File: src/rtl/conv_pkg.sv
// Shared types and constants for the convolution tile sequencer and its feed counter.
package conv_pkg;

    typedef enum logic [2:0] {
        ST_IDLE   = 3'd0,
        ST_FEED   = 3'd1,
        ST_WAIT   = 3'd2,
        ST_OUTPUT = 3'd3,
        ST_NEXT   = 3'd4,
        ST_DONE   = 3'd5
    } state_t;

    localparam logic [1:0] FEED_FULL   = 2'd0;
    localparam logic [1:0] FEED_COL    = 2'd1;
    localparam logic [1:0] FEED_ROW    = 2'd2;
    localparam logic [1:0] FEED_SINGLE = 2'd3;

    localparam int PARA_X_DEF = 3;
    localparam int PARA_Y_DEF = 3;

    localparam int KSIZE_3 = 3;
    localparam int KSIZE_5 = 5;

    // Window position to feed shape: first element loads the whole block, first row
    // shifts in a column per group, first column shifts a row into the last group.
    function automatic logic [1:0] feed_type_f(input int kx, input int ky);
        logic [1:0] t;
        if (kx == 0 && ky == 0) begin
            t = FEED_FULL;
        end else if (ky == 0) begin
            t = FEED_COL;
        end else if (kx == 0) begin
            t = FEED_ROW;
        end else begin
            t = FEED_SINGLE;
        end
        return t;
    endfunction

endpackage

File: src/rtl/conv_feed_counter.sv
// Walks the K x K kernel window and produces registered feed descriptors per cycle.
module conv_feed_counter
    import conv_pkg::*;
#(
    parameter int DIM_WIDTH         = 8,
    parameter int KERNEL_SIZE_WIDTH = 6
) (
    input  logic                           clk,
    input  logic                           rst,
    input  logic                           load,
    input  logic                           advance,
    input  logic [KERNEL_SIZE_WIDTH-1:0]   k,
    input  logic [DIM_WIDTH-1:0]           row_base,
    input  logic [DIM_WIDTH-1:0]           col_base,
    output logic [DIM_WIDTH-1:0]           feed_row,
    output logic [DIM_WIDTH-1:0]           feed_col,
    output logic [2*KERNEL_SIZE_WIDTH-1:0] weight_addr,
    output logic [1:0]                     feed_type,
    output logic                           last
);

    logic [KERNEL_SIZE_WIDTH-1:0]   kx_r, ky_r, kx_n, ky_n;
    logic [2*KERNEL_SIZE_WIDTH-1:0] c_r;
    logic [DIM_WIDTH-1:0]           row_r, col_r, base_col_r;
    logic [1:0]                     type_r, type_n;
    logic                           kx_wrap_s;

    assign kx_wrap_s = (kx_r == (k - KERNEL_SIZE_WIDTH'(1)));
    assign last      = kx_wrap_s && (ky_r == (k - KERNEL_SIZE_WIDTH'(1)));

    // Next window position and the feed shape that goes with it.
    always_comb begin
        kx_n   = kx_r;
        ky_n   = ky_r;
        type_n = type_r;
        if (kx_wrap_s) begin
            kx_n = '0;
            ky_n = ky_r + KERNEL_SIZE_WIDTH'(1);
        end else begin
            kx_n = kx_r + KERNEL_SIZE_WIDTH'(1);
        end
        type_n = feed_type_f(int'(kx_n), int'(ky_n));
    end

    // Window counters; weight address equals the linear counter ky*K+kx.
    always_ff @(posedge clk) begin
        if (rst) begin
            kx_r       <= '0;
            ky_r       <= '0;
            c_r        <= '0;
            row_r      <= '0;
            col_r      <= '0;
            base_col_r <= '0;
            type_r     <= FEED_FULL;
        end else if (load) begin
            kx_r       <= '0;
            ky_r       <= '0;
            c_r        <= '0;
            row_r      <= row_base;
            col_r      <= col_base;
            base_col_r <= col_base;
            type_r     <= FEED_FULL;
        end else if (advance) begin
            kx_r   <= kx_n;
            ky_r   <= ky_n;
            c_r    <= c_r + (2*KERNEL_SIZE_WIDTH)'(1);
            type_r <= type_n;
            row_r  <= kx_wrap_s ? row_r + DIM_WIDTH'(1) : row_r;
            col_r  <= kx_wrap_s ? base_col_r : col_r + DIM_WIDTH'(1);
        end
    end

    assign feed_row    = row_r;
    assign feed_col    = col_r;
    assign weight_addr = c_r;
    assign feed_type   = type_r;

endmodule

File: src/rtl/conv_tile_sequencer.sv
// Tile-by-tile layer sequencer for the PARA_X x PARA_Y conv datapath.
// Optional WAIT watchdog with sticky wdog_err enabled by CONV_SEQ_WDOG_EN.
module conv_tile_sequencer
    import conv_pkg::*;
#(
    parameter int PARA_X            = PARA_X_DEF,
    parameter int PARA_Y            = PARA_Y_DEF,
    parameter int DIM_WIDTH         = 8,
    parameter int KERNEL_SIZE_WIDTH = 6
`ifdef CONV_SEQ_WDOG_EN
    ,parameter int WDOG_LIMIT       = 256
`endif
) (
    input  logic                           clk,
    input  logic                           rst,
    input  logic                           start,
    input  logic [KERNEL_SIZE_WIDTH-1:0]   kernel_size,
    input  logic [DIM_WIDTH-1:0]           fm_width,
    input  logic [DIM_WIDTH-1:0]           fm_height,
    output logic                           busy,
    output logic                           done,
    output logic                           cfg_err,
    output logic                           feed_valid,
    output logic [1:0]                     feed_type,
    output logic [DIM_WIDTH-1:0]           feed_row,
    output logic [DIM_WIDTH-1:0]           feed_col,
    output logic [2*KERNEL_SIZE_WIDTH-1:0] weight_addr,
    output logic                           dp_rst_n,
    input  logic                           dp_result_ready,
    output logic                           out_valid,
    input  logic                           out_ready,
    output logic [DIM_WIDTH-1:0]           out_row,
    output logic [DIM_WIDTH-1:0]           out_col,
    output logic [DIM_WIDTH-1:0]           out_rows_vld,
    output logic [DIM_WIDTH-1:0]           out_cols_vld
`ifdef CONV_SEQ_WDOG_EN
    ,output logic                          wdog_err
`endif
);

    state_t                         state_r, state_n;
    logic [KERNEL_SIZE_WIDTH-1:0]   k_r;
    logic [DIM_WIDTH-1:0]           oh_r, ow_r, tile_row_r, tile_col_r, tile_row_n, tile_col_n;
    logic [DIM_WIDTH-1:0]           rows_vld_r, cols_vld_r, oh_diff_s, ow_diff_s;
    logic [DIM_WIDTH:0]             row_sum_s, col_sum_s;
    logic                           busy_r, done_r, cfg_err_r, cfg_err_n, feed_valid_r;
    logic                           dp_rst_n_r, out_valid_r, cfg_ok_s, last_tile_s;
    logic                           load_s, advance_s, feed_last_s;
    logic [DIM_WIDTH-1:0]           ksz_s;
`ifdef CONV_SEQ_WDOG_EN
    localparam int WDOG_W = $clog2(WDOG_LIMIT + 1);
    logic [WDOG_W-1:0]              wdog_cnt_r;
    logic                           wdog_hit_s, wdog_err_r;
`endif

    assign ksz_s    = DIM_WIDTH'(kernel_size);
    assign cfg_ok_s = ((kernel_size == KERNEL_SIZE_WIDTH'(KSIZE_3)) ||
                       (kernel_size == KERNEL_SIZE_WIDTH'(KSIZE_5))) &&
                      (fm_width >= ksz_s) && (fm_height >= ksz_s);

    assign row_sum_s = {1'b0, tile_row_r} + (DIM_WIDTH+1)'(PARA_X);
    assign col_sum_s = {1'b0, tile_col_r} + (DIM_WIDTH+1)'(PARA_Y);
    assign oh_diff_s = oh_r - tile_row_r;
    assign ow_diff_s = ow_r - tile_col_r;

    // Next tile origin: raster order over the output map; IDLE launches at (0,0).
    always_comb begin
        tile_row_n  = '0;
        tile_col_n  = '0;
        last_tile_s = 1'b0;
        if (state_r == ST_NEXT) begin
            if (col_sum_s >= {1'b0, ow_r}) begin
                tile_col_n  = '0;
                tile_row_n  = row_sum_s[DIM_WIDTH-1:0];
                last_tile_s = (row_sum_s >= {1'b0, oh_r});
            end else begin
                tile_col_n  = col_sum_s[DIM_WIDTH-1:0];
                tile_row_n  = tile_row_r;
                last_tile_s = 1'b0;
            end
        end else begin
            tile_row_n  = '0;
            tile_col_n  = '0;
            last_tile_s = 1'b0;
        end
    end

    // Next-state logic; starts outside IDLE (including the DONE cycle) are dropped.
    always_comb begin
        state_n   = state_r;
        cfg_err_n = 1'b0;
`ifdef CONV_SEQ_WDOG_EN
        wdog_hit_s = 1'b0;
`endif
        case (state_r)
            ST_IDLE: begin
                if (start) begin
                    if (cfg_ok_s) begin
                        state_n = ST_FEED;
                    end else begin
                        cfg_err_n = 1'b1;
                    end
                end else begin
                    state_n = ST_IDLE;
                end
            end
            ST_FEED: begin
                if (feed_last_s) begin
                    state_n = ST_WAIT;
                end else begin
                    state_n = ST_FEED;
                end
            end
            ST_WAIT: begin
                if (dp_result_ready) begin
                    state_n = ST_OUTPUT;
`ifdef CONV_SEQ_WDOG_EN
                end else if (wdog_cnt_r == WDOG_W'(WDOG_LIMIT - 1)) begin
                    state_n    = ST_DONE;
                    wdog_hit_s = 1'b1;
`endif
                end else begin
                    state_n = ST_WAIT;
                end
            end
            ST_OUTPUT: begin
                if (out_ready) begin
                    state_n = ST_NEXT;
                end else begin
                    state_n = ST_OUTPUT;
                end
            end
            ST_NEXT: begin
                if (last_tile_s) begin
                    state_n = ST_DONE;
                end else begin
                    state_n = ST_FEED;
                end
            end
            ST_DONE: state_n = ST_IDLE;
            default: state_n = ST_IDLE;
        endcase
    end

    assign load_s    = (state_n == ST_FEED) && (state_r != ST_FEED);
    assign advance_s = (state_r == ST_FEED) && !feed_last_s;

    // State, registered status outputs, captured layer config and tile bookkeeping.
    always_ff @(posedge clk) begin
        if (rst) begin
            state_r      <= ST_IDLE;
            busy_r       <= 1'b0;
            done_r       <= 1'b0;
            cfg_err_r    <= 1'b0;
            feed_valid_r <= 1'b0;
            dp_rst_n_r   <= 1'b0;
            out_valid_r  <= 1'b0;
            k_r          <= '0;
            oh_r         <= '0;
            ow_r         <= '0;
            tile_row_r   <= '0;
            tile_col_r   <= '0;
            rows_vld_r   <= '0;
            cols_vld_r   <= '0;
        end else begin
            state_r      <= state_n;
            busy_r       <= (state_n != ST_IDLE) && (state_n != ST_DONE);
            done_r       <= (state_n == ST_DONE);
            cfg_err_r    <= cfg_err_n;
            feed_valid_r <= (state_n == ST_FEED);
            dp_rst_n_r   <= (state_n == ST_FEED) || (state_n == ST_WAIT);
            out_valid_r  <= (state_n == ST_OUTPUT);
            if ((state_r == ST_IDLE) && start && cfg_ok_s) begin
                k_r  <= kernel_size;
                oh_r <= fm_height - ksz_s + DIM_WIDTH'(1);
                ow_r <= fm_width - ksz_s + DIM_WIDTH'(1);
            end
            if (load_s) begin
                tile_row_r <= tile_row_n;
                tile_col_r <= tile_col_n;
            end
            if ((state_r == ST_WAIT) && (state_n == ST_OUTPUT)) begin
                rows_vld_r <= (oh_diff_s > DIM_WIDTH'(PARA_X)) ? DIM_WIDTH'(PARA_X) : oh_diff_s;
                cols_vld_r <= (ow_diff_s > DIM_WIDTH'(PARA_Y)) ? DIM_WIDTH'(PARA_Y) : ow_diff_s;
            end
        end
    end

`ifdef CONV_SEQ_WDOG_EN
    // WAIT-cycle watchdog and its sticky error flag.
    always_ff @(posedge clk) begin
        if (rst) begin
            wdog_cnt_r <= '0;
            wdog_err_r <= 1'b0;
        end else begin
            wdog_cnt_r <= (state_r == ST_WAIT) ? wdog_cnt_r + WDOG_W'(1) : '0;
            if (wdog_hit_s) begin
                wdog_err_r <= 1'b1;
            end
        end
    end
    assign wdog_err = wdog_err_r;
`endif

    conv_feed_counter #(
        .DIM_WIDTH         (DIM_WIDTH),
        .KERNEL_SIZE_WIDTH (KERNEL_SIZE_WIDTH)
    ) u_feed_counter (
        .clk         (clk),
        .rst         (rst),
        .load        (load_s),
        .advance     (advance_s),
        .k           (k_r),
        .row_base    (tile_row_n),
        .col_base    (tile_col_n),
        .feed_row    (feed_row),
        .feed_col    (feed_col),
        .weight_addr (weight_addr),
        .feed_type   (feed_type),
        .last        (feed_last_s)
    );

    assign busy         = busy_r;
    assign done         = done_r;
    assign cfg_err      = cfg_err_r;
    assign feed_valid   = feed_valid_r;
    assign dp_rst_n     = dp_rst_n_r;
    assign out_valid    = out_valid_r;
    assign out_row      = tile_row_r;
    assign out_col      = tile_col_r;
    assign out_rows_vld = rows_vld_r;
    assign out_cols_vld = cols_vld_r;

endmodule

File: config.mk
export PLATFORM = sky130hd
export DESIGN_NAME = conv_tile_sequencer
export DESIGN_NICKNAME = d
export VERILOG_FILES = /design/src/rtl/conv_pkg.sv /design/src/rtl/conv_feed_counter.sv /design/src/rtl/conv_tile_sequencer.sv
export SDC_FILE = /design/constraint.sdc
export NUM_CORES = 1
export LEC_CHECK = 0
export CORE_MARGIN = 2
export CORE_UTILIZATION = 45
export DETAILED_ROUTE_END_ITERATION = 16
export GPL_ROUTABILITY_DRIVEN = 0
export PLACE_DENSITY_LB_ADDON = 0.2
export SETUP_SLACK_MARGIN = 0.5
export SYNTH_ARGS = -nofsm -noshare
export SYNTH_HDL_FRONTEND = slang
export SYNTH_SLANG_ARGS = --single-unit
File: constraint.sdc
create_clock -name clk -period 4.6 [get_ports clk]
set_input_delay 0.92 -clock clk [delete_from_list [all_inputs] [get_ports clk]]
set_output_delay 0.92 -clock clk [all_outputs]
set_load 0.02 [all_outputs]
# After elaboration in Yosys (flattened, before gate mapping)
# Index checks and enable logic that the tools add are counted.
[totals]
wordCells = 105
mem_count = 0
ramBits = 0
romBits = 0
regBits = 105
latchBits = 0
[op_classes]
n_reduce_logical = 22
add_sub_neg = 14
eq_ne = 14
div_mod_pow = 0
order_cmp = 6
n_shift = 0
bitwise_logic = 2
mul = 0
muxes = 27
[ops]
columns = ["operator", "count"]
rows = [
  ["$mux W8", 12],
  ["$add A8 B1 Y8 const B", 4],
  ["$add A8 B2 Y9 const B", 2],
  ["$ge A9 B8 Y1", 2],
  ["$ge A8 B6 Y1", 2],
  ["$gt A8 B2 Y1 const B", 2],
  ["$sub A8 B6 Y8", 2],
  ["$sub A8 B8 Y8", 2],
  ["$pmux W3 S5", 1],
  ["$add A12 B1 Y12 const B", 1],
  ["$add A6 B1 Y6 const B", 2],
  ["$eq A3 B2 Y1 const B", 4],
  ["$eq A6 B6 Y1", 2],
  ["$logic_not A6 Y1", 2],
  ["$mux W3", 4],
  ["$mux W6", 2],
  ["$logic_and A1 B1 Y1", 10],
  ["$eq A3 B1 Y1 const B", 2],
  ["$eq A3 B3 Y1 const B", 2],
  ["$eq A6 B2 Y1 const B", 1],
  ["$eq A6 B3 Y1 const B", 1],
  ["$mux W2", 3],
  ["$sub A6 B1 Y6 const B", 1],
  ["$mux W1", 5],
  ["11 further kinds", 14],
]

# Logic depth before layout (Yosys ltp)
# Gate-level depths: netlist (run 1).
[depth]
word_depth = 11
ltp_mapped = 16

# Modules after synthesis
# From an unflattened synthesis (run 1), not the netlist that was laid out.
[hier_totals]
cells_unflattened = 913
area_unflattened_um2 = 7483.4
[modules_own_cells]
columns = ["module", "seq_area_each_um2", "area_per_inst_um2", "cells_per_inst", "instances"]
rows = [
  ["conv_tile_sequencer", 1261.2, 4576.9, 551, 1],
  ["conv_feed_counter", 1001.0, 2906.5, 362, 1],
]

# Worst setup path after synthesis (run 1)
# No wires, ideal clock.
[synth_timing]
path_kind = "register -> register"
from = "reg, netlist name u_feed_counter.base_col_r[0]"
to = "reg u_feed_counter.col_r[7] (netlist: u_feed_counter.feed_col[7])"
setup_ns = 0.129
slack_ns = 1.083
path_stages_with_launch = 17
synth_period_minus_slack_ns = 3.517
t_arrival_ns = 3.387
path_buffers = 2
t_required_ns = 4.471
path_cell_list = "dfxtp_1 inv_1 ha_1 nor3_2 nand2_1 xnor2_1 ha_1 a21oi_1 nand2_1 a221oi_1 and2_1 clkbuf_1 nor3_1 a211o_1 buf_4 a221oi_1 nor3_1"
[synth_rtl]
columns = ["item", "line", "source"]
rows = [
  ["to (signal assigned)", "conv_feed_counter.sv:60", "col_r <= col_base;"],
  ["to (signal assigned)", "conv_feed_counter.sv:69", "col_r <= kx_wrap_s ? base_col_r : col_r + DIM_WIDTH'(1);"],
  ["to (decl)", "conv_feed_counter.sv:24", "logic [DIM_WIDTH-1:0] row_r, col_r, base_col_r;"],
]

# Worst setup path in the final report (run 1)
[layout_timing]
from = "reg tile_row_r[1] (netlist: out_row[1])"
to = "reg u_feed_counter.base_col_r[2]"
[layout_via]
elab_chain_cells = 8
[layout_rtl]
columns = ["item", "line", "source"]
rows = [
  ["from (decl)", "conv_tile_sequencer.sv:43", "logic [DIM_WIDTH-1:0] oh_r, ow_r, tile_row_r, tile_col_r, tile_row_n, tile_col_n;"],
  ["from (signal assigned)", "conv_tile_sequencer.sv:179", "tile_row_r <= tile_row_n;"],
  ["$add A8 B2 Y9", "conv_tile_sequencer.sv:61", "assign row_sum_s = {1'b0, tile_row_r} + (DIM_WIDTH+1)'(PARA_X);"],
  ["$ge A9 B8 Y1", "conv_tile_sequencer.sv:75", "last_tile_s = (row_sum_s >= {1'b0, oh_r});"],
  ["$mux W1", "conv_tile_sequencer.sv:72", "if (col_sum_s >= {1'b0, ow_r}) begin"],
  ["$mux W1", "conv_tile_sequencer.sv:71", "if (state_r == ST_NEXT) begin"],
  ["$mux W3", "conv_tile_sequencer.sv:134", "if (last_tile_s) begin"],
  ["$pmux W3 S5", "conv_tile_sequencer.sv:95", "case (state_r)"],
  ["$eq A3 B1 Y1", "conv_tile_sequencer.sv:145", "assign load_s = (state_n == ST_FEED) && (state_r != ST_FEED);"],
  ["$logic_and A1 B1 Y1", "conv_tile_sequencer.sv:145", ""],
  ["to (signal assigned)", "conv_feed_counter.sv:61", "base_col_r <= col_base;"],
  ["to (decl)", "conv_feed_counter.sv:24", ""],
]
# Every way passes these cells.
# A chain may end at the register's enable or synchronous reset.

==> metrics.md, run 1 <==
| Metric | Value |
|---|---|
| Register Area | `2103 sq um` |
| Internal reg-to-reg setup slack | `0.80 ns` |
| Mapped cell area | `slightly below 7000 sq um` |
| Yosys Warn Count | `0` |
| Cells after DPL | `1097` |
| Final min period | `3.802 ns` |
| Async SR Flop Fraction | `0%` |
| Required @ worst endpoint | `around 4.8 ns` |
| Mapped Nets | `942` |
| Seq cells post-synth | `105` |
| Synth top cells by count | `105 x dfxtp_1, 73 x nor2_1, 72 x nand2_1` |
| Setup TNS | `0 ns` |
| Cell Pwr Density | `224.0 nW/um^2` |
| Clock net sink count | `105` |
| # fillers | `around 1500` |
| Critical Path AT | `4.04 ns` |
| Vias | `5823` |
| Worst hold slack | `~0.46 ns` |
| Tot Pwr | `roughly 1.9 mW` |
| Total track usage | `20.18%` |
| Max-slew violations | `0` |
| # Max-Cap Violations | `0` |
| I/O Buffers | `94` |
| Placed cell area | `8023 sq um` |
| Post-layout util | `a little under three fifths` |
| Reg clk slew, reported paths | `0.08 ns` |
| Num rows | `45` |
| Leakage | `~3.3 nW` |
| Final Setup Violations | `0` |
| WL per Instance | `14.44 microns` |
| ANT nets after route | `0` |
| Worst rel slew slack | `44.88%` |
| Share of the synthesized area in the top cell type | `30.38%` |
| 1st-pass router iterations | `6` |
| Pin count of the biggest net entering global routing | `43` |
| Setup WS pre-CTS | `0.6492 ns` |
| Leading area contributor after synthesis | `dfxtp_1` |
| Post-CTS setup buffers | `0` |
| Worst-skew pair later-pin latency | `0.36 ns` |
| HPWL reported at the end of detailed placement | `12380 microns` |
| Synth top area cells | `dfxtp_1 30%, ha_1 13%, xnor2_1 6.8%` |
| Die Footprint | `16380 sq um` |
| Tcrit/Tclk final | `82.66%` |
| Die width | `128 microns` |
| Num ports | `95` |
| CTS Buf Count | `9` |
| Post-Syn Instances | `837` |
| Startpoint types | `flip-flop` |
| CTS Hold Buffers Added | `0` |
| Fin Clk Skew | `0.008787 ns` |
| Achievable frequency | `0.2630 GHz` |
| Largest fanout on the critical path | `23` |
| Worst-margin pin slew | `0.8269 ns` |
| Footprint of the multi-input gates | `4417 sq um` |
| Global-route wire length before repair | `26550 microns` |
| Total Routed Length | `16070 microns` |
| Count leader, synth | `dfxtp_1` |
| RSZ-0062 raised after global routing | `false` |
| CTS tree | `yes` |
| Critical Path End Type | `flip-flop` |
| CTS max path bufs | `2` |
| Residual DRC | `0` |
| Worst min path class | `reg -> reg` |
| Main synth FF type | `dfxtp_1` |
| H-tree depth | `3` |
| Status | `finished clean` |
| Setup ws final | `0.7978 ns` |
| Antenna Cells | `0` |
| Final layout net count | `1025` |
| Gr ovfl total | `0` |
| Seq/Total Area, Yosys | `30.38%` |
| Worst vdd ir | `0.0001934 V` |
| Vias in the first global route | `between 5000 and 6000` |
| Starting Density | `45.85%` |
| Antenna violations before repair | `0` |
| EDFF count, synth | `0` |
| Resize count post-CTS | `0` |
| CTS root buf | `clkbuf_16` |
| Layout cells sized above 1 | `5.405%` |
| Iter 0 DRT Violations | `between 300 and 400` |
| Post-Layout Cell Count | `1113` |
| Synth cell types | `64` |
| Hold Violations, Final | `0` |
| DR vias/cell | `5.232` |
| CP Class | `reg -> reg` |
| Die Ht | `128 microns` |
| Final Instance Area | `between 8000 and 9000 sq um` |
| Core area | `roughly 15000 sq um` |
| P&R area growth vs syn | `20.13%` |
| Mean Syn Cell Area | `just over 8 sq um` |
power by group:
| group | internal (mW) | total, mW | switching (mW) |
|---|---|---|---|
| logic | 0.0899 | 0.191 | 0.101 |
| clock network | 0.379 | 0.756 | 0.377 |
| registers | 0.911 | 0.914 | 0.00314 |
| total | 1.38 | 1.86 | 0.482 |
final cells by class:
| cell class | instances | area share, % |
|---|---|---|
| Multi-Input combinational cell | 630 | 53.14 |
| Timing Repair Buffer | 103 | 12.07 |
| Inverter | 71 | 3.206 |
| Clock inverter | 7 | 0.7376 |
| Tap cell | 188 | 2.830 |
| Clock buffer | 9 | 2.710 |
| Sequential cell | 105 | 25.30 |
cells by family after synthesis:
| group | synth area share, % |
|---|---|
| compound gates | 16.00 |
| xor+xnor | 10.63 |
| fa+ha+maj | 14.97 |
| simple gates | 20.71 |
| flops | 30.38 |
| mux | 1.501 |
| buf+inv | 5.805 |
layer usage:
layer,GRT usage [%],wire [microns],vias to the layer above
met5,0,0,-
met4,5.171,183,0
met3,3.005,472,15
met2,34.35,7455,100
met1,26.89,7962,2667
li1,-,-,3041
flip-flops by register name (all words and copies together), names as in the netlist, 2 cells and up:
name and flops:
u_feed_counter.weight_addr 12, k_r 6, u_feed_counter.kx_r 6, u_feed_counter.feed_type 2, out_cols_vld 8, state_r 3
out_row 8, ow_r 8, u_feed_counter.ky_r 6, oh_r 8, u_feed_counter.base_col_r 8, u_feed_counter.feed_row 8
out_rows_vld 8, u_feed_counter.feed_col 8
worst paths after layout:
path / startpoint / to / cells past startpoint
setup / recovery: out_row[1] / u_feed_counter.base_col_r[2] / 15
hold / removal: out_cols_vld[7] / out_cols_vld[7] / 1
setup reg to reg: out_row[1] / u_feed_counter.base_col_r[2] / 15
hold reg to reg: out_cols_vld[7] / out_cols_vld[7] / 1
cells in the final DEF, fill, tap and decap left out, drive strengths merged, types with 6 or more instances in the layout:
cell and instances:
o21bai 9, fa 8, and2 18, nor3 17, nor2 73, nand3b 6, or3 10, and3 12
nor4 8, a211oi 10, o22ai 6, mux2i 7, inv 75, xnor2 54, nand4 13, o21ai 36
ha 70, a21o 17, clkbuf 9, nand2 72, a31oi 11, dfxtp 105, buf 10, nand2b 9
nor2b 9, o31ai 6, a21oi 61, clkdlybuf4s50 93, xor2 30, nand3 23
critical path: stages (launching register included):
cell and delay (ns):
dfxtp_1 0.41, inv_1 0.13, ha_1 0.24, nand3b_1 0.24
or3_1 0.41, xnor2_1 0.16, ha_1 0.30, nand4_1 0.08
o31ai_1 0.08, nor4_1 0.52, o32ai_2 0.18, buf_4 0.25
nor2b_1 0.16, buf_4 0.21, o21ai_0 0.21, o31ai_1 0.10
No activity file was read; power rests on OpenSTA's default activity.
==> inputs of run 2 (changes only) <==
==> constraint.sdc (replaced) <==
create_clock -name clk -period 3.2 [get_ports clk]
set_input_delay 0.64 -clock clk [delete_from_list [all_inputs] [get_ports clk]]
set_output_delay 0.64 -clock clk [all_outputs]
set_load 0.02 [all_outputs]
==> run 2 against run 1 <==
- cell count rose by 8.8%
- power rose by 48%
- sequential cell count unchanged
- maximum frequency rose by 22%
- sequential power up 43%
- count of clock-buffer cells in the layout grew 1
- combinational power is 100% higher
- global-route usage is 2.2 points higher
- hold slack improved by 0.0019 ns
- routed wire length increased by 13%
- critical path type unchanged
==> metrics.md, run 2 (synthesis results as in run 1) <==
| Metric | Value |
|---|---|
| Worst vdd ir | `0.0002593 V (+34%)` |
| Max FFs per register | `12 (unchanged)` |
| Fin Clk Skew | `0.009235 ns (+0.0004479 ns)` |
| Startpoint types | `flip-flop` |
| CTS max path bufs | `2 (unchanged)` |
| I/O Buffers | `94 (unchanged)` |
| Commonest non-fill, non-tap cell in the layout | `dfxtp_1` |
| Vias in the first global route | `6049 (+11%)` |
| Setup WS pre-CTS | `-0.3881 ns (-1.037 ns)` |
| HPWL reported at the end of detailed placement | `13450 microns (+8.7%)` |
| Total track usage | `22.36% (+2.2 points)` |
| Worst-margin pin slew | `0.5554 ns (-0.2714 ns)` |
| Cell Pwr Density | `288.1 nW/um^2 (+29%)` |
| Critical Path End Type | `flip-flop` |
| DR vias/cell | `5.279 (+0.90%)` |
| Total Routed Length | `18140 microns (+13%)` |
| Gr ovfl total | `0 (unchanged)` |
| H-tree depth | `3 (unchanged)` |
| Commonest non-fill, non-tap cells in the layout | `95 x dfxtp_1, 94 x buf_4, 73 x clkdlybuf4s50_1` |
| RSZ-0062 raised after global routing | `true` |
| Worst min path class | `reg -> reg` |
| Max-slew violations | `0 (unchanged)` |
| Achievable frequency | `0.3203 GHz (+22%)` |
| P&R area growth vs syn | `38.46%` |
| Layout cells sized above 1 | `23.46% (+18 points)` |
| Global-route wire length before repair | `29680 microns (+12%)` |
| Internal reg-to-reg setup slack | `0.08 ns (-0.72 ns)` |
| Core area | `15090 sq um (unchanged)` |
| 1st-pass router iterations | `7 (+1)` |
| Antenna Cells | `0 (unchanged)` |
| Largest fanout on the critical path | `6 (-74%)` |
| Placed cell area | `8698 sq um (+8.4%)` |
| Status | `finished clean` |
| Iter 0 DRT Violations | `339 (+8.0%)` |
| Post-layout util | `63.49% (+8.4 points)` |
| # Max-Cap Violations | `0 (unchanged)` |
| Final layout net count | `1123 (+9.6%)` |
| Tcrit/Tclk final | `97.56% (+15 points)` |
| CTS tree | `yes` |
| CTS root buf | `clkbuf_16` |
| Final min period | `3.122 ns (-0.6803 ns)` |
| Final Instance Area | `9580 sq um (+15%)` |
| Starting Density | `45.85% (unchanged)` |
| CTS Buf Count | `9 (unchanged)` |
| Die Ht | `128 microns (unchanged)` |
| Vias | `6393 (+9.8%)` |
| Critical Path AT | `3.41 ns (-0.63 ns)` |
| Hold Violations, Final | `0 (unchanged)` |
| Reg clk slew, reported paths | `0.08 ns (about the same)` |
| Leakage | `3.970 nW (+20%)` |
| Die width | `128 microns (unchanged)` |
| Pin count of the biggest net entering global routing | `29 (-33%)` |
| Final Setup Violations | `0 (unchanged)` |
| CTS Hold Buffers Added | `0 (unchanged)` |
| Required @ worst endpoint | `3.49 ns (-1.34 ns)` |
| Antenna violations before repair | `0 (unchanged)` |
| Num ports | `95 (unchanged)` |
| Worst-skew pair later-pin latency | `0.36 ns (about the same)` |
| Clock net sink count | `105 (unchanged)` |
| Post-Layout Cell Count | `1211 (+8.8%)` |
| Num rows | `45 (unchanged)` |
| WL per Instance | `14.98 microns (+3.7%)` |
| Die Footprint | `16380 sq um (unchanged)` |
| ANT nets after route | `0 (unchanged)` |
| CP Class | `reg -> reg` |
| Setup ws final | `0.07810 ns (-0.7197 ns)` |
| Worst rel slew slack | `62.83% (+18 points)` |
| Residual DRC | `0 (unchanged)` |
| Cells after DPL | `1173 (+6.9%)` |
[run 2: changes by cell type in the layout (fill, tap and decap cells not counted), moves of 12 or more]
cell             before  now
inv_1                69   57
ha_1                 70   55
buf_4                 9   94
clkdlybuf4s50_1      93   73
ha_4                  0   12
[run 2: where the power goes]
| group | total [mW] | internal [mW] | switching [mW] | leakage (nW) |
|---|---|---|---|---|
| logic | 0.383 | 0.202 | 0.180 | 2.99 |
| clock network | 1.07 | 0.533 | 0.534 | 0.133 |
| registers | 1.31 | 1.31 | 0.00481 | 0.852 |
| total | 2.76 | 2.04 | 0.719 | 3.97 |
[run 2: layout make-up]
| type | instances | area (sq um) |
|---|---|---|
| clock inverters | 6 | 45.04 |
| multi-input cells | 630 | 4880 |
| inverters | 71 | 269.0 |
| clock buffers | 10 | 229.0 |
| flip-flops and latches | 105 | 2125 |
| fillers | 1315 | 5509 |
| well taps | 188 | 235.2 |
| repair buffers | 201 | 1798 |
[run 2: final timing paths]
| path | from | to | cells after the start |
|---|---|---|---|
| max | out_row[1] | out_row[1] | 14 |
| min | out_rows_vld[2] | out_rows_vld[2] | 1 |
| max reg2reg | out_row[1] | out_row[1] | 14 |
| min reg2reg | out_rows_vld[2] | out_rows_vld[2] | 1 |
[run 2: timing repair]
action                                  CTS  global route
hold endpoints to repair                  0             0
setup buffers                             9            12
pin swaps                                13            32
endpoints found under the setup margin   73            82
gates cloned                              0             1
resized for setup                        57            69
[run 2: through the flow]
| stage | hold WS [ns] | TNS [ns] | power (mW) |
|---|---|---|---|
| 6_report | 0.4601 | 0 | 2.761 |
| 5_1_grt | 0.4741 | -0.1154 | 2.870 |
| 4_1_cts | 0.4664 | 0 | 2.747 |
| 3_5_place_dp | 0.4444 | -15.85 | 1.672 |
| 3_3_place_gp | 0.4422 | -14.06 | 1.669 |
| 2_1_floorplan | 0.4486 | 0 | 1.536 |
[run 2: worst max-delay path, stage by stage, from the launching register on]
cell	delay (ns)
dfxtp_4	0.36
inv_4	0.04
ha_4	0.14
nand3b_1	0.17
or3_4	0.43
xnor2_2	0.15
ha_1	0.29
nand4_1	0.12
o31ai_4	0.08
nor4_4	0.40
o32ai_4	0.13
buf_6	0.15
buf_6	0.12
or3_4	0.33
a21oi_2	0.13
[run 2: layer usage]
layer | track usage, % | share of wire [%] | vias up
li1 | - | - | 3236
met1 | 29.19 | 46 | 2988
met2 | 38.09 | 48 | 141
met3 | 4.007 | 4.3 | 28
met4 | 6.141 | 1.6 | 0
met5 | 0 | 0 | -
==> inputs of run 3 (changes only) <==
--- a/config.mk
+++ b/config.mk
@@ -5,6 +5,7 @@
 export SDC_FILE = /design/constraint.sdc
 export NUM_CORES = 1
 export LEC_CHECK = 0
+export CAP_MARGIN = 20
 export CORE_MARGIN = 2
 export CORE_UTILIZATION = 45
 export DETAILED_ROUTE_END_ITERATION = 16
==> constraint.sdc (replaced) <==
create_clock -name clk -period 3.2 [get_ports clk]
set_input_delay 0.64 -clock clk [delete_from_list [all_inputs] [get_ports clk]]
set_output_delay 0.64 -clock clk [all_outputs]
set_load 0.1 [all_outputs]
==> run 3 against run 2 <==
- first-iteration DRC count is 37% higher
- power up 1.4%
- cell count up 2.1%
- highest routed layer unchanged
- critical path depth grew 2
- die area unchanged
- clock power hardly changed
- global-route usage rose by 0.62 points
- the flow now finishes with violations (setup timing)
- largest power group unchanged
- core utilization grew 0.65 points
- critical endpoint is now out_row[2]
==> metrics.md, run 3 (synthesis results as in run 1) <==
| Metric | Value |
|---|---|
| Status | `finished, violations left` |
| Failing checks | `setup timing` |
| WL per Instance | `15.02 microns (+0.32%)` |
| DR vias/cell | `5.255 (-0.46%)` |
| CP bufs+invs | `5 (+2)` |
| Setup ws final | `-0.1229 ns (-0.2010 ns)` |
| Final min period | `3.323 ns (+0.2010 ns)` |
| # fillers | `1282 (-2.5%)` |
| Cell Chain, Critical Path | `inv_4 -> ha_4 -> nand3b_1 -> or3_4 -> xnor2_2 -> ha_1 -> nand4_1 -> o31ai_2 -> nor4_2 -> buf_4 -> buf_6 -> o32ai_4 -> buf_6 -> buf_6 -> mux2i_2 -> nor2_1` |
| Leakage | `4.314 nW (+8.7%)` |
| CTS Buf Count | `9 (unchanged)` |
| Max FFs per register | `12 (unchanged)` |
| HPWL reported at the end of detailed placement | `13700 microns (+1.8%)` |
| Achievable frequency | `0.3009 GHz (-6.0%)` |
| Antenna violations before repair | `0 (unchanged)` |
| Worst vdd ir | `0.0002381 V (-8.2%)` |
| Iter 0 DRT Violations | `463 (+37%)` |
| Clock net sink count | `105 (unchanged)` |
| Worst-margin pin slew | `0.6009 ns (+0.04545 ns)` |
| Vias | `6495 (+1.6%)` |
| Gr ovfl total | `0 (unchanged)` |
| CP Class | `reg -> reg` |
| Tcrit/Tclk final | `103.8% (+6.3 points)` |
| Max stage delay cell, worst path | `or3_4` |
| Die Footprint | `16380 sq um (unchanged)` |
| Total track usage | `22.99% (+0.62 points)` |
| Startpoint types | `flip-flop` |
| P&R area growth vs syn | `39.87%` |
| Num rows | `45 (unchanged)` |
| Layout cells sized above 1 | `32.25% (+8.8 points)` |
| Reg clk slew, reported paths | `0.08 ns (about the same)` |
| Setup WS pre-CTS | `-0.4192 ns (-0.03112 ns)` |
| Vias in the first global route | `6167 (+2.0%)` |
| Num ports | `95 (unchanged)` |
| Setup TNS | `-2.923 ns (-2.923 ns)` |
| Final layout net count | `1148 (+2.2%)` |
| Fin Clk Skew | `0.01096 ns (+0.001722 ns)` |
| H-tree depth | `3 (unchanged)` |
| Largest fanout on the critical path | `5 (-1)` |
| Critical Path End Type | `flip-flop` |
| Antenna Cells | `0 (unchanged)` |
| Cell Pwr Density | `289.3 nW/um^2 (+0.41%)` |
| CTS Hold Buffers Added | `0 (unchanged)` |
| Final Setup Violations | `53 (+53)` |
| Residual DRC | `0 (unchanged)` |
| CTS root buf | `clkbuf_16` |
| Commonest non-fill, non-tap cell in the layout | `buf_4` |
| Required @ worst endpoint | `3.44 ns (-0.05 ns)` |
| Max stage delay on crit path | `0.41 ns (-0.02 ns)` |
| Max-slew violations | `0 (unchanged)` |
| Hold Violations, Final | `0 (unchanged)` |
| # Max-Cap Violations | `0 (unchanged)` |
| Most common cell on crit path | `buf_6` |
| I/O Buffers | `94 (unchanged)` |
| Core area | `15090 sq um (unchanged)` |
| ANT nets after route | `0 (unchanged)` |
| Starting Density | `45.85% (unchanged)` |
| Die Ht | `128 microns (unchanged)` |
| Die width | `128 microns (unchanged)` |
| 1st-pass router iterations | `5 (-2)` |
| Commonest non-fill, non-tap cells in the layout | `180 x buf_4, 91 x dfxtp_1, 69 x nand2_1` |
| Worst min path class | `reg -> reg` |
| CTS max path bufs | `2 (unchanged)` |
| Total Routed Length | `18570 microns (+2.4%)` |
| CTS tree | `yes` |
| Top Family by Delay on Critical Path | `simple AND/OR/NAND/NOR gates` |
| Worst-skew pair later-pin latency | `0.36 ns (about the same)` |
| Pin count of the biggest net entering global routing | `26 (-10%)` |
| Global-route wire length before repair | `30290 microns (+2.0%)` |
| Worst rel slew slack | `59.79% (-3.0 points)` |
| Critical Path AT | `3.57 ns (+0.16 ns)` |
| RSZ-0062 raised after global routing | `true` |
run 3: cell types whose count changed in the layout (fill, tap and decap cells not counted), sizes merged, moves of 2 or more:
cell and delta:
clkdlybuf4s50 -68, dlygate4sd2 -8, clkbuf +2, buf +95
inv +2, dlymetal6s2s +5, clkinv -2
run 3: metrics by stage:
step	instances	instance area (sq um)	hold slack, ns	util (%)	power, mW
3_3_place_gp	1191	8700	0.4438	57.65	1.680
4_1_cts	1229	9464	0.4673	62.72	2.799
5_1_grt	1236	9678	0.4736	64.14	2.918
3_5_place_dp	1191	8700	0.4457	57.65	1.684
2_1_floorplan	837	7067	0.4486	-	1.546
6_report	1236	9678	0.4636	64.14	2.800
run 3: what timing repair did:
| item | 4_1_cts | 5_1_grt |
|---|---|---|
| endpoints found under the setup margin | 75 | 80 |
| setup buffers | 20 | 7 |
| gates cloned | 2 | 0 |
| gates resized for setup | 86 | 67 |
| pin swaps | 38 | 24 |
run 3: cell type report:
class	count	area [sq um]	share of cell area, %
clock buffers	11	242.7	2.508
clock inverters	5	43.79	0.4525
inverters	71	284.0	2.935
multi-input cells	631	4857	50.19
flip-flops and latches	105	2142	22.13
well taps	188	235.2	2.431
repair buffers	225	1873	19.35
run 3: layer usage:
layer,global-route usage [%],up-vias,routed length (microns)
li1,-,3294,-
met1,29.81,3032,8468
met2,39.48,145,8991
met3,4.215,24,835
met4,5.947,0,273
met5,0,-,0
run 3: path summary, 6_finish.rpt:
kind,start,slack [ns],cells after the start,end
setup reg to reg,out_row[0],-0.12,16,out_row[2]
hold reg to reg,out_rows_vld[5],0.46,1,out_rows_vld[5]
hold / removal,out_rows_vld[5],0.46,1,out_rows_vld[5]
setup / recovery,out_row[0],-0.12,16,out_row[2]
run 3: report_power, final:
part           internal (mW)  switching [mW]  total, mW
logic                  0.204           0.196      0.400
clock network          0.562           0.531       1.09
registers               1.30         0.00492       1.31
total                   2.07           0.732       2.80
